### config.mk
export PLATFORM = sky130hd
export DESIGN_NAME = usb_uart
export DESIGN_NICKNAME = d
export VERILOG_FILES = /design/src/rtl/usb_uart.sv
export SDC_FILE = /design/constraint.sdc
export NUM_CORES = 1
export LEC_CHECK = 0
export BUFFER_PORTS_ARGS = -buffer_cell sky130_fd_sc_hd__buf_2
export CAP_MARGIN = 20
export CORE_ASPECT_RATIO = 1.75
export CORE_MARGIN = 2
export CORE_UTILIZATION = 41
export DETAILED_ROUTE_END_ITERATION = 8
export GPL_ROUTABILITY_DRIVEN = 0
export MAX_ROUTING_LAYER = met4
export PLACE_DENSITY = 0.58
export SLEW_MARGIN = 20
export SYNTH_ARGS = -nofsm -noshare
export SYNTH_HDL_FRONTEND = slang
export SYNTH_SLANG_ARGS = --single-unit
### constraint.sdc
create_clock -name clk -period 5.45 [get_ports clk]
set_clock_uncertainty 0.2 [all_clocks]
set_input_delay 0.2725 -clock clk [delete_from_list [all_inputs] [get_ports clk]]
set_output_delay 0.2725 -clock clk [all_outputs]
set_load 0.03 [all_outputs]
### src/rtl/usb_uart.sv
// usb_uart: FTDI-facing 8N1 UART behind the CTRL/STAT/DATA register strobes.
//   clk, resetn           : 48 MHz clock, synchronous active-low reset
//   reg_d_i/reg_d_o       : register write data / combinational read data
//   reg_wr_i/reg_rd_i     : one-cycle write / read strobes (read only pops DATA)
//   reg_cs_ctrl/stat/data : register selects
//   uart_rx_i, cts_n_i    : asynchronous inputs from the FTDI chip
//   uart_tx_o, rts_n_o    : serial out (idle high), RX-side flow control
//   irq_o                 : registered interrupt request
module usb_uart #(
    parameter int FIFO_AW = 4
) (
    input  logic       clk,
    input  logic       resetn,
    input  logic [7:0] reg_d_i,
    output logic [7:0] reg_d_o,
    input  logic       reg_wr_i,
    input  logic       reg_rd_i,
    input  logic       reg_cs_ctrl_i,
    input  logic       reg_cs_stat_i,
    input  logic       reg_cs_data_i,
    input  logic       uart_rx_i,
    output logic       uart_tx_o,
    input  logic       cts_n_i,
    output logic       rts_n_o,
    output logic       irq_o
);
    localparam int DEPTH = 1 << FIFO_AW;
    localparam logic [FIFO_AW:0] DEPTH_C = (FIFO_AW+1)'(DEPTH);

    typedef enum logic [1:0] {S_IDLE, S_START, S_DATA, S_STOP} state_t;

    function automatic logic [12:0] baud_div(input logic [2:0] sel);
        case (sel)
            3'd0:    return 13'd5000;
            3'd1:    return 13'd2500;
            3'd2:    return 13'd1250;
            3'd3:    return 13'd833;
            3'd4:    return 13'd416;
            3'd5:    return 13'd208;
            3'd6:    return 13'd104;
            default: return 13'd52;
        endcase
    endfunction

    // ---------------- register strobes / CTRL ----------------
    logic [2:0] baud;
    logic       fc_en, rx_ie, tx_ie;
    logic       wr_ctrl, wr_stat, wr_data, rd_data, flush;

    assign wr_ctrl = reg_wr_i & reg_cs_ctrl_i;
    assign wr_stat = reg_wr_i & reg_cs_stat_i;
    assign wr_data = reg_wr_i & reg_cs_data_i;
    assign rd_data = reg_rd_i & reg_cs_data_i;
    assign flush   = wr_ctrl & reg_d_i[7];

    always_ff @(posedge clk) begin
        if (!resetn) begin
            baud  <= 3'd4;
            fc_en <= 1'b0;
            rx_ie <= 1'b0;
            tx_ie <= 1'b0;
        end else if (wr_ctrl) begin
            baud  <= reg_d_i[2:0];
            fc_en <= reg_d_i[4];
            rx_ie <= reg_d_i[5];
            tx_ie <= reg_d_i[6];
        end
    end

    // ---------------- synchronizers ----------------
    logic rx_s1, rx_s2, rx_prev, cts_s1, cts_s2;
    always_ff @(posedge clk) begin
        if (!resetn) begin
            {rx_s1, rx_s2, rx_prev} <= 3'b111;
            {cts_s1, cts_s2}        <= 2'b11;
        end else begin
            {rx_prev, rx_s2, rx_s1} <= {rx_s2, rx_s1, uart_rx_i};
            {cts_s2, cts_s1}        <= {cts_s1, cts_n_i};
        end
    end

    // ---------------- TX FIFO ----------------
    logic [7:0]         tx_mem [DEPTH];
    logic [FIFO_AW-1:0] tx_wp, tx_rp;
    logic [FIFO_AW:0]   tx_lvl;
    logic               tx_empty, tx_full, tx_push, tx_pop;

    assign tx_empty = (tx_lvl == '0);
    assign tx_full  = (tx_lvl == DEPTH_C);
    assign tx_push  = wr_data & (~tx_full | tx_pop);

    always_ff @(posedge clk) if (tx_push) tx_mem[tx_wp] <= reg_d_i;

    always_ff @(posedge clk) begin
        if (!resetn || flush) begin
            tx_wp <= '0; tx_rp <= '0; tx_lvl <= '0;
        end else begin
            if (tx_push) tx_wp <= tx_wp + 1'b1;
            if (tx_pop)  tx_rp <= tx_rp + 1'b1;
            tx_lvl <= tx_lvl + {{FIFO_AW{1'b0}}, tx_push} - {{FIFO_AW{1'b0}}, tx_pop};
        end
    end

    // ---------------- TX FSM ----------------
    state_t      tx_state, tx_next;
    logic [12:0] tx_tmr, tx_div;
    logic [2:0]  tx_bit;
    logic [7:0]  tx_shift;
    logic        tx_last, tx_ready;

    assign tx_last  = (tx_tmr == tx_div - 13'd1);
    assign tx_ready = ~tx_empty & (~fc_en | ~cts_s2);

    // A new frame may start from IDLE or straight out of a finished stop
    // bit, so back-to-back frames leave no idle gap on the line.
    always_comb begin
        tx_next = tx_state;
        tx_pop  = 1'b0;
        case (tx_state)
            S_IDLE:  if (tx_ready) tx_next = S_START;
            S_START: if (tx_last) tx_next = S_DATA;
            S_DATA:  if (tx_last && tx_bit == 3'd7) tx_next = S_STOP;
            S_STOP:  if (tx_last) tx_next = tx_ready ? S_START : S_IDLE;
            default: tx_next = S_IDLE;
        endcase
        tx_pop = tx_ready & ((tx_state == S_IDLE) | ((tx_state == S_STOP) & tx_last));
    end

    always_ff @(posedge clk) begin
        if (!resetn) begin
            tx_state <= S_IDLE;
            tx_tmr   <= '0;
            tx_div   <= '0;
            tx_bit   <= '0;
            tx_shift <= 8'hFF;
        end else begin
            tx_state <= tx_next;
            if (tx_pop) begin
                tx_shift <= tx_mem[tx_rp];
                tx_div   <= baud_div(baud);
                tx_tmr   <= '0;
                tx_bit   <= '0;
            end else if (tx_state != S_IDLE) begin
                if (tx_last) begin
                    tx_tmr <= '0;
                    if (tx_state == S_DATA) begin
                        tx_shift <= {1'b1, tx_shift[7:1]};
                        tx_bit   <= tx_bit + 3'd1;
                    end
                end else begin
                    tx_tmr <= tx_tmr + 13'd1;
                end
            end
        end
    end

    always_comb begin
        uart_tx_o = 1'b1;
        if (tx_state == S_START)     uart_tx_o = 1'b0;
        else if (tx_state == S_DATA) uart_tx_o = tx_shift[0];
    end

    // ---------------- RX FSM ----------------
    state_t      rx_state, rx_next;
    logic [12:0] rx_tmr, rx_div;
    logic [2:0]  rx_bit;
    logic [7:0]  rx_shift;
    logic        rx_mid_start, rx_mid_bit, rx_push_req, rx_ferr_set;

    assign rx_mid_start = (rx_tmr == (rx_div >> 1) - 13'd1);
    assign rx_mid_bit   = (rx_tmr == rx_div - 13'd1);

    always_comb begin
        rx_next     = rx_state;
        rx_push_req = 1'b0;
        rx_ferr_set = 1'b0;
        case (rx_state)
            S_IDLE:  if (rx_prev && !rx_s2) rx_next = S_START;
            S_START: if (rx_mid_start) rx_next = rx_s2 ? S_IDLE : S_DATA;
            S_DATA:  if (rx_mid_bit && rx_bit == 3'd7) rx_next = S_STOP;
            S_STOP: if (rx_mid_bit) begin
                rx_next     = S_IDLE;
                rx_push_req = rx_s2;
                rx_ferr_set = ~rx_s2;
            end
            default: rx_next = S_IDLE;
        endcase
    end

    // After the mid-start sample the timer restarts, so every later sample
    // lands at mid-bit, one full divisor apart.
    always_ff @(posedge clk) begin
        if (!resetn) begin
            rx_state <= S_IDLE;
            rx_tmr   <= '0;
            rx_div   <= '0;
            rx_bit   <= '0;
            rx_shift <= '0;
        end else begin
            rx_state <= rx_next;
            case (rx_state)
                S_IDLE: begin
                    rx_tmr <= '0;
                    rx_bit <= '0;
                    if (rx_prev && !rx_s2) rx_div <= baud_div(baud);
                end
                S_START: rx_tmr <= rx_mid_start ? 13'd0 : rx_tmr + 13'd1;
                S_DATA: begin
                    if (rx_mid_bit) begin
                        rx_tmr   <= '0;
                        rx_shift <= {rx_s2, rx_shift[7:1]};
                        rx_bit   <= rx_bit + 3'd1;
                    end else begin
                        rx_tmr <= rx_tmr + 13'd1;
                    end
                end
                default: rx_tmr <= rx_tmr + 13'd1;
            endcase
        end
    end

    // ---------------- RX FIFO ----------------
    logic [7:0]         rx_mem [DEPTH];
    logic [FIFO_AW-1:0] rx_wp, rx_rp;
    logic [FIFO_AW:0]   rx_lvl;
    logic               rx_empty, rx_full, rx_push, rx_pop, rx_ovf_set;

    assign rx_empty   = (rx_lvl == '0);
    assign rx_full    = (rx_lvl == DEPTH_C);
    assign rx_pop     = rd_data & ~rx_empty;
    assign rx_push    = rx_push_req & (~rx_full | rx_pop);
    assign rx_ovf_set = rx_push_req & rx_full & ~rx_pop;

    always_ff @(posedge clk) if (rx_push) rx_mem[rx_wp] <= rx_shift;

    always_ff @(posedge clk) begin
        if (!resetn || flush) begin
            rx_wp <= '0; rx_rp <= '0; rx_lvl <= '0;
        end else begin
            if (rx_push) rx_wp <= rx_wp + 1'b1;
            if (rx_pop)  rx_rp <= rx_rp + 1'b1;
            rx_lvl <= rx_lvl + {{FIFO_AW{1'b0}}, rx_push} - {{FIFO_AW{1'b0}}, rx_pop};
        end
    end

    // ---------------- sticky status, RTS, IRQ ----------------
    logic rx_ovf, rx_ferr, tx_ovf;
    always_ff @(posedge clk) begin
        if (!resetn) begin
            rx_ovf  <= 1'b0;
            rx_ferr <= 1'b0;
            tx_ovf  <= 1'b0;
            rts_n_o <= 1'b0;
            irq_o   <= 1'b0;
        end else begin
            // a new event in the clearing cycle wins over the clear
            rx_ovf  <= (rx_ovf  & ~(wr_stat & reg_d_i[2])) | rx_ovf_set;
            rx_ferr <= (rx_ferr & ~(wr_stat & reg_d_i[3])) | rx_ferr_set;
            tx_ovf  <= (tx_ovf  & ~(wr_stat & reg_d_i[7])) | (wr_data & tx_full & ~tx_pop);
            rts_n_o <= (rx_lvl >= DEPTH_C - (FIFO_AW+1)'(4));
            irq_o   <= (rx_ie & ~rx_empty) | (tx_ie & tx_empty);
        end
    end

    // ---------------- read mux ----------------
    always_comb begin
        reg_d_o = 8'h00;
        if (reg_cs_ctrl_i)
            reg_d_o = {1'b0, tx_ie, rx_ie, fc_en, 1'b0, baud};
        else if (reg_cs_stat_i)
            reg_d_o = {tx_ovf, irq_o, ~cts_s2, tx_empty & (tx_state == S_IDLE),
                       rx_ferr, rx_ovf, ~tx_full, ~rx_empty};
        else if (reg_cs_data_i)
            reg_d_o = rx_empty ? 8'h00 : rx_mem[rx_rp];
    end

endmodule

# Word-level counts from Yosys, hierarchy flattened
# Memories as Yosys holds them, arrays and structs flattened. A register that Yosys moved wholly into a read port is not among the register bits.
# Cells that the tools add are included.
# word_totals
mem_bits_rw	256
out_inout_bits	11
memories	2
word_cells	186
ff_bits	120
input_bits	17
# op_classes
n_eq_ne	28
add_sub_neg	15
reduce_logical	24
order_cmp	1
n_mux	41
n_bitwise	45
# memory_table
name	depth	width	read_ports	rd_ports_with_merged_regs	wr	line_no	text
rx_mem	16	8	1	1	1	223	logic [7:0] rx_mem [DEPTH];
tx_mem	16	8	1	1	1	83	logic [7:0] tx_mem [DEPTH];
# ops
cell	count
13-bit one-hot mux with 7 select lines	1
8-bit two-way mux	8
13-bit == test	3
13-bit two-way mux	3
13-bit one-hot mux with 3 select lines	1
13-bit by 1-bit adder with 13-bit output (second input constant)	2
13-bit by 1-bit subtractor with 13-bit output (second input constant)	2
1-bit AND	24
2-bit two-way mux	9
2-bit inequality test (second input constant)	9
4-bit by 1-bit adder with 4-bit output (second input constant)	4
4-bit two-way mux	4
2-bit one-hot mux with 4 select lines	2
3-bit == test (second input constant)	5
1-bit NOT	13
12-bit by 1-bit subtractor with 13-bit output (second input constant)	1
1-bit two-way mux	11
5-bit by 1-bit adder with 5-bit output	2
5-bit == test (second input constant)	2
5-bit logical NOT	2
2-bit nonzero test	5
5-bit by 1-bit subtractor with 5-bit output	2
2-bit == test (second input constant)	4
1-bit OR	8
other kinds (16)	27

# Depth between registers and ports, before layout
# depth
word_depth	9
mapped_depth	20
mapped_depth_nobuf	19

# Worst setup path before layout
# Ideal clock, no wire load.
# synth_path
path_kind	register to register
from	register tx_div[10]
to	register tx_lvl[4]
path_buffers	2
t_required_ps	5179
setup_ps	71
slack_ps	1193
path_stages_with_launch	19
synth_period_minus_slack_ps	4257
arrival_ps	3986
path_cell_list	dfxtp_1 > inv_1 > ha_1 > nor3b_1 > nand4b_1 > xnor2_1 > nor4_1 > nand4_1 > o21ai_1 > buf_2 > buf_2 > ha_1 > inv_1 > ha_1 > fa_1 > a21oi_1 > nor2_1 > or3_1 > a21oi_1
# synth_between
elab_chain_len	9
# synth_rtl
element	line_no	text
start, declared	106	logic [12:0] tx_tmr, tx_div;
start signal, assigned	140	tx_div <= baud_div(baud);
13-bit by 1-bit subtractor with 13-bit output *	111	assign tx_last = (tx_tmr == tx_div - 13'd1);
13-bit == test *	111	
1-bit AND *	126	tx_pop = tx_ready & ((tx_state == S_IDLE) | ((tx_state == S_STOP) & tx_last));
1-bit OR *	126	
1-bit AND *	126	
1-bit OR	90	assign tx_push = wr_data & (~tx_full | tx_pop);
1-bit AND	90	
5-bit by 1-bit adder with 5-bit output	100	tx_lvl <= tx_lvl + {{FIFO_AW{1'b0}}, tx_push} - {{FIFO_AW{1'b0}}, tx_pop};
5-bit by 1-bit subtractor with 5-bit output *	100	
end signal, assigned	100	
end, declared	85	logic [FIFO_AW:0] tx_lvl;
# Every way passes the cells marked *; elsewhere a longest branch is shown, timed or not.
# A chain may end at the register's enable or synchronous reset.

# Final worst setup path
# Ends and elaborated chain as after synthesis.

==> flow_summary.ini <==
[outcome]
status = finished, final reports clean

[global_routing]
grt_overflow_total = 0
grt_pass1_wl_mm = 58.7
antenna_found_initial = 0
grt_max_degree = 44
grt_pass1_vias = 10300
track_usage_pct = 18.6

[placed_design]
place.detailed.hpwl_mm = 26.7
port_buffers = 27
place_area_mm2 = 0.0174

[finish]
synthToLayoutAreaGrowth_pct = 12.5
multiInputGateArea_mm2 = 0.00614
drive_gt1_share_pct = 15.1
final_common_cell = edfxtp_1
antenna_cells = 0
mostFrequentLayoutCells = edfxtp_1 (256), dfxtp_1 (124), nor2_1 (106)
num-nets-final = 1322
stdcell_area_mm2 = 0.0188
seq_area_mm2 = 0.0102
fillers = 3578

[sta]
grt_setup_unrepaired = false
max_freq_mhz = 211
worst_slew_pin_slew_ns = 1.01
setup_viol = 0
slew_headroom_pct = 32.2
hold_viol_final = 0
drv_slew = 0
timing.final.crit_share_pct = 87.0
setup_tns_ns = 0
min_period_ns = 4.74

[clock_tree]
clock_sinks = 382
cts_setup_buffers = 0
path_clk_slew_ns = 0.07
cts_made_buffers = 36
cts_resized = 0
cts_tree = done
htreeDepth = 2
clockBufferDepth = 3
cts-root-buf = clkbuf_16
worstSkewPairLatency_ns = 0.54
holdBufCountCts = 18

[power]
power_density_mw_per_mm2 = 399
leakage_nw = 6.28
pwr-share-clk_pct = 35.3
power_frac_comb_pct = 19.9
vdd_drop_max_mv = 0.336
p_int_w = 0.00547
switching_share_pct = 27.3
p_sw_w = 0.00205
seq_power_share_pct = 44.8

[synthesis]
yosys_warnings = 0
synth_edf_count = 256
syn-num-nets = 1291
synth_cell_types = 66
synth-main-ff-cell = edfxtp_1
synthArstFlopShare_pct = 0
netlist_instances = 1234
syn_area_per_cell_um2 = 13.6
synth_area_mm2 = 0.0167
ys_ff_latch = 382
ys_seq_area_share_pct = 61.0

[drt]
ant_nets = 0
first_pass_iters = 4
wl_mm = 37.4
avgRoutedWirePerCell_um = 20.3
viasPerCell = 5.32
drcViolationCount = 0
vias = 9790
drt_iter0_drc = 656

[min_path]
hold_class = in -> reg
hold_end = rx_ferr
hp-start = reg_cs_stat_i
whs_path_depth = 4

[worst_setup_path]
reg2reg_slack_ns = 0.71
rr_worst_depth = 18
critPathLaunchType = flip-flop
worstPathArrival_ns = 4.99
crit_fanout = 9
critPathKind = reg -> reg
r2r-start = tx_div[10]
end_kind = flip-flop
cp-startpoint = tx_div[10]
rr_endpoint = tx_lvl[4]
required_ns = 5.70

[floorplan]
die_area_mm2 = 0.0425
std_cell_rows = 98
dieHeight_um = 271
ioPinCount = 28
start_util_pct = 41.3
die_w_um = 157
fp.coreArea_mm2 = 0.0406

[flow_run]
maxCapViolCount = 0
registers in the layout, summed over array words and instances, names as in the netlist, 4 cells and up, named ones only:
register / flops
tx_div: 12
rx_tmr: 13
tx_mem: 128
rx_shift: 8
tx_wp: 4
rx_wp: 4
tx_shift: 8
rx_lvl: 5
tx_rp: 4
rx_mem: 128
rx_rp: 4
rx_div: 12
tx_tmr: 13
tx_lvl: 5
through the flow:
stage	total power (W)	utilization, %	setup slack, ns	hold slack, ns	instances
after floorplan	0.00455	-	1.19	0.171	1234
after CTS	0.00761	46.4	0.760	0.00725	1841
after detailed placement	0.00494	42.9	0.774	0.201	1759
after global placement	0.00492	42.9	0.901	0.191	1759
final	0.00752	46.4	0.711	0.0195	1841
after global routing	0.00787	46.4	0.330	0.0465	1841
synth_stat cells (all sizes together) (30+ instances only):
| library cell | n | area, µm² |
|---|---|---|
| clkbuf | 43 | 161 |
| nor2 | 106 | 398 |
| mux2i | 41 | 410 |
| mux4 | 73 | 1640 |
| a21oi | 55 | 275 |
| nand3 | 38 | 195 |
| xnor2 | 48 | 420 |
| edfxtp | 256 | 7690 |
| nand2 | 71 | 267 |
| o21ai | 31 | 159 |
| dfxtp | 126 | 2520 |
| xor2 | 30 | 263 |
| ha | 38 | 475 |
| inv | 37 | 139 |
worst max-delay path by stage:
stage,to
after CTS,tx_lvl[4]
after global routing,rx_lvl[4]
final,tx_lvl[4]
after floorplan,tx_lvl[4]
after global placement,rx_lvl[4]
after detailed placement,tx_lvl[4]
worst max-delay path, cell delays in order, from the launching register on:
cell and delay (ns):
dfxtp_1 0.38, inv_1 0.09, ha_1 0.20, nor3b_1 0.55
nand4b_1 0.21, xnor2_1 0.17, nor4_1 0.27, nand4_1 0.18
buf_4 0.23, o21bai_2 0.37, inv_1 0.14, ha_1 0.30
inv_1 0.04, ha_1 0.20, fa_1 0.41, a21oi_1 0.17
nor2_1 0.06, or3_1 0.35, a21oi_1 0.14
power by group through the flow:
| stage | combinational [W] | sequential [W] | clock [W] |
|---|---|---|---|
| 3_5_place_dp | 0.00151 | 0.00344 | 0 |
| 6_report | 0.00150 | 0.00337 | 0.00265 |
| 5_1_grt | 0.00166 | 0.00339 | 0.00282 |
| 3_3_place_gp | 0.00148 | 0.00344 | 0 |
| 2_1_floorplan | 0.00120 | 0.00335 | 0 |
| 4_1_cts | 0.00152 | 0.00338 | 0.00272 |
kinds of logic (layout without fill, tap and decap cells):
| family | count (synthesis) | after routing | synth area share, % |
|---|---|---|---|
| flops | 382 | 382 | 61.0 |
| xor+xnor | 78 | 78 | 4.08 |
| simple gates | 360 | 360 | 10.9 |
| compound gates | 156 | 156 | 6.16 |
| fa+ha+maj | 40 | 40 | 3.08 |
| mux | 116 | 116 | 12.4 |
| buf+inv | 102 | 159 | 2.43 |
layout make-up:
| cell class | instances | area share, % |
|---|---|---|
| multi-input cells | 750 | 32.6 |
| clock buffers | 45 | 5.35 |
| flip-flops and latches | 382 | 54.2 |
| inverters | 37 | 0.737 |
| repair buffers | 58 | 2.19 |
| well taps | 550 | 3.65 |
| clock inverters | 19 | 1.28 |
routing by layer:
metal | up-vias | GRT usage [%] | part of all wire, %
met4 | 0 | 6.59 | 3.7
met1 | 4886 | 18.6 | 36
li1 | 4660 | - | -
met2 | 171 | 36.3 | 58
met3 | 73 | 2.00 | 2.5
met5 | - | - | 0
(Power assumes the default switching activity.)
